<file path="src/rtl/robot_pkg.sv">
// Shared state codes, counter widths and action timing constants for the wall-following robot.
package robot_pkg;

    localparam int unsigned STATE_W          = 3;
    localparam int unsigned CNT_W            = 2;
    localparam int unsigned REMOVE_CYCLES    = 3;
    localparam int unsigned RIGHT_TURN_EXTRA = 2;

    typedef enum logic [STATE_W-1:0] {
        SEARCH        = 3'b000,
        ROTATE        = 3'b001,
        REMOVE_FOLLOW = 3'b010,
        STAND_BY      = 3'b011,
        FIRST_MOVE    = 3'b100,
        RESETTING     = 3'b101
    } state_t;

    typedef struct packed {
        logic front;
        logic turn;
        logic remove;
    } action_t;

endpackage

</file>
<file path="src/rtl/robot.sv">
// Left-hand wall-following robot controller: one registered action per cycle from the
// head/left/barrier/under sensors, with locked-in right turns and trash removal bursts.
module robot
    import robot_pkg::*;
(
    input  logic clock,
    input  logic reset,
    input  logic head,
    input  logic left,
    input  logic under,
    input  logic barrier,
    output logic front,
    output logic turn,
    output logic remove
);

    state_t             act_state;
    state_t             next_state;
    state_t             ret_state;
    state_t             ret_state_nxt;
    logic [CNT_W-1:0]   rot_cnt;
    logic [CNT_W-1:0]   rot_cnt_nxt;
    logic [CNT_W-1:0]   rem_cnt;
    logic [CNT_W-1:0]   rem_cnt_nxt;
    logic               follow;
    logic               follow_nxt;
    logic               search_dec;
    action_t            act_nxt;

    // State register and registered action outputs
    always_ff @(posedge clock) begin
        if (reset) begin
            act_state <= RESETTING;
            ret_state <= SEARCH;
            rot_cnt   <= '0;
            rem_cnt   <= '0;
            follow    <= 1'b0;
            front     <= 1'b0;
            turn      <= 1'b0;
            remove    <= 1'b0;
        end else begin
            act_state <= next_state;
            ret_state <= ret_state_nxt;
            rot_cnt   <= rot_cnt_nxt;
            rem_cnt   <= rem_cnt_nxt;
            follow    <= follow_nxt;
            front     <= act_nxt.front;
            turn      <= act_nxt.turn;
            remove    <= act_nxt.remove;
        end
    end

    // Next-state and next-action decision
    always_comb begin
        next_state    = act_state;
        ret_state_nxt = ret_state;
        rot_cnt_nxt   = rot_cnt;
        rem_cnt_nxt   = rem_cnt;
        follow_nxt    = follow;
        act_nxt       = '0;
        search_dec    = 1'b0;

        if (act_state == RESETTING) begin
            next_state = FIRST_MOVE;
        end else if (under) begin
            next_state  = STAND_BY;
            rot_cnt_nxt = '0;
            rem_cnt_nxt = '0;
            follow_nxt  = 1'b0;
        end else begin
            case (act_state)
                STAND_BY: begin
                    next_state = STAND_BY;
                end
                FIRST_MOVE: begin
                    if (left) begin
                        search_dec = 1'b1;
                    end else if (barrier) begin
                        act_nxt.remove = 1'b1;
                        rem_cnt_nxt    = CNT_W'(REMOVE_CYCLES - 1);
                        ret_state_nxt  = FIRST_MOVE;
                        next_state     = REMOVE_FOLLOW;
                    end else if (!head) begin
                        act_nxt.front = 1'b1;
                    end else begin
                        act_nxt.turn = 1'b1;
                    end
                end
                SEARCH: begin
                    search_dec = 1'b1;
                end
                ROTATE: begin
                    act_nxt.turn = 1'b1;
                    if (rot_cnt > CNT_W'(1)) begin
                        rot_cnt_nxt = rot_cnt - CNT_W'(1);
                    end else begin
                        rot_cnt_nxt = '0;
                        next_state  = SEARCH;
                    end
                end
                REMOVE_FOLLOW: begin
                    if (rem_cnt != '0) begin
                        act_nxt.remove = 1'b1;
                        rem_cnt_nxt    = rem_cnt - CNT_W'(1);
                        if (rem_cnt == CNT_W'(1)) begin
                            next_state = ret_state;
                        end
                    end else if (follow) begin
                        if (barrier) begin
                            act_nxt.remove = 1'b1;
                            rem_cnt_nxt    = CNT_W'(REMOVE_CYCLES - 1);
                            ret_state_nxt  = REMOVE_FOLLOW;
                        end else begin
                            act_nxt.front = !head;
                            follow_nxt    = 1'b0;
                            next_state    = SEARCH;
                        end
                    end else begin
                        next_state = SEARCH;
                    end
                end
                default: begin
                    next_state = RESETTING;
                end
            endcase
        end

        // Wall-following decision shared by SEARCH and FIRST_MOVE once a left wall is found
        if (search_dec) begin
            next_state = SEARCH;
            if (!left) begin
                act_nxt.turn = 1'b1;
                follow_nxt   = 1'b1;
                next_state   = REMOVE_FOLLOW;
            end else if (barrier) begin
                act_nxt.remove = 1'b1;
                rem_cnt_nxt    = CNT_W'(REMOVE_CYCLES - 1);
                ret_state_nxt  = SEARCH;
                next_state     = REMOVE_FOLLOW;
            end else if (!head) begin
                act_nxt.front = 1'b1;
            end else begin
                act_nxt.turn = 1'b1;
                rot_cnt_nxt  = CNT_W'(RIGHT_TURN_EXTRA);
                next_state   = ROTATE;
            end
        end
    end

endmodule

</file>
<file path="config.mk">
export PLATFORM = sky130hd
export DESIGN_NAME = robot
export DESIGN_NICKNAME = d
export VERILOG_FILES = /design/src/rtl/robot_pkg.sv /design/src/rtl/robot.sv
export SDC_FILE = /design/constraint.sdc
export NUM_CORES = 1
export LEC_CHECK = 0
export ABC_AREA = 1
export CAP_MARGIN = 5
export CORE_MARGIN = 3
export CORE_UTILIZATION = 27
export CTS_CLUSTER_DIAMETER = 30
export DETAILED_ROUTE_END_ITERATION = 7
export PLACE_DENSITY_LB_ADDON = 0.2
export SLEW_MARGIN = 0
export SYNTH_ARGS = -nofsm -noshare
export SYNTH_HDL_FRONTEND = slang
export SYNTH_SLANG_ARGS = --single-unit
export TNS_END_PERCENT = 5
</file>
<file path="constraint.sdc">
create_clock -name clock -period 1.39 [get_ports clock]
set_input_delay 0.139 -clock clock [delete_from_list [all_inputs] [get_ports clock]]
set_output_delay 0.139 -clock clock [all_outputs]
set_load 0.01 [all_outputs]
</file>
==> results.sh <==
export IMPL_die_h_um=63.2
export IMPL_yosys_area_share_simple=0.356
export IMPL_cts_tree="built"
export IMPL_first_global_vias=1017
export IMPL_rrSetupSlack_ns=0.03
export IMPL_criticalPathCategory="reg -> reg"
export IMPL_gp_congestion=0.935
export IMPL_syn_to_final_growth_pct=41.3
export IMPL_ant_nets=0
export IMPL_cap_violations=0
export IMPL_critPathMaxFanout=5
export IMPL_seq_power_share=0.331
export IMPL_ir_drop_uv=432
export IMPL_nets=184
export IMPL_n_fill_cell=326
export IMPL_combPwrFrac=0.525
export IMPL_htreeDepth=1
export IMPL_async_reset_ff_frac=0
export IMPL_design_die_area_um2=4000
export IMPL_p_clk_frac=0.144
export IMPL_worstSetupStartpointType="register"
export IMPL_total_power_mw=1.64
export IMPL_numClockSinks=14
export IMPL_synth_ff_type="dfxtp_1"
export IMPL_crit_arrival_ns=1.54
export IMPL_drc=0
export IMPL_period_share=0.975
export IMPL_wl_per_cell_um=12.1
export IMPL_post_synth_cell_area_avg_um2=6.23
export IMPL_via_per_inst=4.74
export IMPL_p_int_mw=0.920
export IMPL_holdPathEnd="ret_state[0]"
export IMPL_worstPathRequired_ns=1.58
export IMPL_grt_usage=0.142
export IMPL_multi_input_area_um2=549
export IMPL_worstSetupEndpointType="register"
export IMPL_rows=20
export IMPL_postCtsSetupBuffers=0
export IMPL_drive_above_1_share=0.244
export IMPL_clk_pin_slew_ns=0.09
export IMPL_fin_crit_ns=1.36
export IMPL_fmax_ghz=0.738
export IMPL_timing_rr_start="act_state[1]"
export IMPL_synth_cells=142
export IMPL_regArea_um2=289
export IMPL_yosys_area_share_adder=0
export IMPL_status="complete, no violations"
export IMPL_root_buffer="clkbuf_4"
export IMPL_grt_antenna_before_repair=0
export IMPL_dr_first_iter_drc_count=65
export IMPL_power_leakage_nw=0.559
export IMPL_synth_top_family_by_area="simple AND/OR/NAND/NOR gates"
export IMPL_synth_compound_area_frac=0.242
export IMPL_max_slew_margin=0.850
export IMPL_overflow=0
export IMPL_min_path_type="reg -> reg"
export IMPL_drv_slew=0
export IMPL_tns_ns=0
export IMPL_insertion_delay_ns=0.28
export IMPL_coreArea_um2=3080
export IMPL_initial_core_util=0.287
export IMPL_setup_viol=0
export IMPL_synth_seq_cells=14
export IMPL_cts_hold_buffers=0
export IMPL_io_buffer_count=8
export IMPL_min_path_cells=2
export IMPL_numCtsBuffers=3
export IMPL_synth_edf_count=0
export IMPL_cts_buffer_depth=2
export IMPL_synth_seq_area_share=0.317
export IMPL_fp_dieW_um=63.2
export IMPL_r2r_end="act_state[1]"
export IMPL_rsz0062_at_grt="true"
export IMPL_holdCritStartpoint="ret_state[0]"
export IMPL_yosysWarnings=0
export IMPL_sw_frac_of_total=0.437
export IMPL_tightest_slew_ns=0.225
export IMPL_diodes=0
export IMPL_hold_viol=0
export IMPL_synth_cell_types=19
export IMPL_vias=1042
export IMPL_grt_pass1_wl_mm=4.49
export IMPL_io_pins=9
export IMPL_dpl_hpwl_mm=2.09
export IMPL_reg2regPathDepth=8
export IMPL_firstDrtPassIters=4
export IMPL_synth_xor_area_frac=0
export IMPL_syn_area_um2=885
export IMPL_p_sw_mw=0.716
export IMPL_wl_mm=2.67
export IMPL_p_per_area_nw_per_um2=1310
export IMPL_muxShareOfSynthArea=0
export IMPL_skew_ns=0.00437
export IMPL_syn_num_nets=148
export IMPL_grt_max_degree=8
placed cells by master, fill, tap and decap left out, types with 3 or more instances in the layout:
cell,instances
buf_4,24
a21oi_1,14
dfxtp_1,11
nand2_1,38
a31oi_1,3
nor2_4,4
nand3_1,13
clkdlybuf4s50_1,8
inv_1,16
o21ai_0,12
nor2_1,10
clkbuf_4,3
critical path: stages (launching register included):
cell,delay [ns]
dfxtp_4,0.38
nor2_4,0.17
nand2_2,0.14
a21oi_4,0.17
nand3_1,0.09
nand2_1,0.14
nand2_1,0.07
nand2_1,0.06
nor2_1,0.04
sequential cells by signal, summed over array words and instances, names as in the netlist:
register / flops
front: 1
remove: 1
act_state: 3
turn: 1
rot_cnt: 2
rem_cnt: 2
ret_state: 3
follow: 1
Yosys cell counts, types with 2 or more instances:
| library cell | count | area [µm²] |
|---|---|---|
| nand2_1 | 40 | 150 |
| inv_1 | 16 | 60.1 |
| a21oi_1 | 14 | 70.1 |
| dfxtp_1 | 14 | 280 |
| nand3_1 | 13 | 65.1 |
| o21ai_0 | 12 | 60.1 |
| nor2_1 | 11 | 41.3 |
| a31oi_1 | 3 | 18.8 |
| inv_2 | 3 | 11.3 |
| nor2_4 | 3 | 33.8 |
| a22oi_1 | 2 | 15.0 |
| nand4_1 | 2 | 12.5 |
| nor2_2 | 2 | 12.5 |
| o21ai_1 | 2 | 10.0 |
what timing repair did:
item	4_1_cts	5_1_grt
endpoints found under the setup margin	7	11
gates cloned	0	0
resized for setup	5	6
pin swaps	1	0
cell type report:
class,instances,share of cell area
Multi-Input combinational cell,108,0.439
Timing Repair Buffer,32,0.208
Sequential cell,14,0.231
Tap cell,44,0.0440
Clock buffer,3,0.0180
Inverter,19,0.0591
worst max-delay path by stage:
| stage | from | end | slack [ns] | cells after the start |
|---|---|---|---|---|
| global route | act_state[1] | act_state[0] | -0.02 | 6 |
| global placement | left | act_state[1] | -0.10 | 8 |
| finish | act_state[1] | act_state[1] | 0.03 | 8 |
| floorplan | act_state[0] | act_state[1] | 0.14 | 8 |
| detailed placement | left | act_state[1] | -0.13 | 8 |
| CTS | act_state[1] | act_state[0] | -0.0006 | 7 |
through the flow:
step	setup slack (ns)	util	hold slack [ns]	instance area (µm²)	std cells
2_1_floorplan	0.139	-	0.279	885	142
3_3_place_gp	-0.101	0.389	0.455	1200	217
3_5_place_dp	-0.133	0.389	0.456	1200	217
4_1_cts	-0.000609	0.400	0.468	1230	220
5_1_grt	-0.0240	0.406	0.477	1250	220
6_report	0.0347	0.406	0.465	1250	220
power groups by stage:
stage	clock network [mW]	registers, mW	logic (mW)
2_1_floorplan	0	0.523	0.459
3_3_place_gp	0	0.530	0.816
3_5_place_dp	0	0.531	0.813
4_1_cts	0.250	0.528	0.831
5_1_grt	0.263	0.551	0.937
6_report	0.235	0.542	0.859
per-layer routing:
metal,vias to the layer above,global-route usage,part of all wire
met5,-,0,0
met4,0,0.0485,0.0071
met3,4,0.0428,0.070
met2,39,0.231,0.47
met1,463,0.179,0.45
li1,536,-,-
kinds of logic (layout without fill, tap and decap cells):
| group | count (synthesis) | count (layout) |
|---|---|---|
| simple gates | 71 | 71 |
| buf+inv | 20 | 54 |
| flops | 14 | 14 |
| compound gates | 37 | 37 |
No activity file was read; power rests on OpenSTA's default activity.
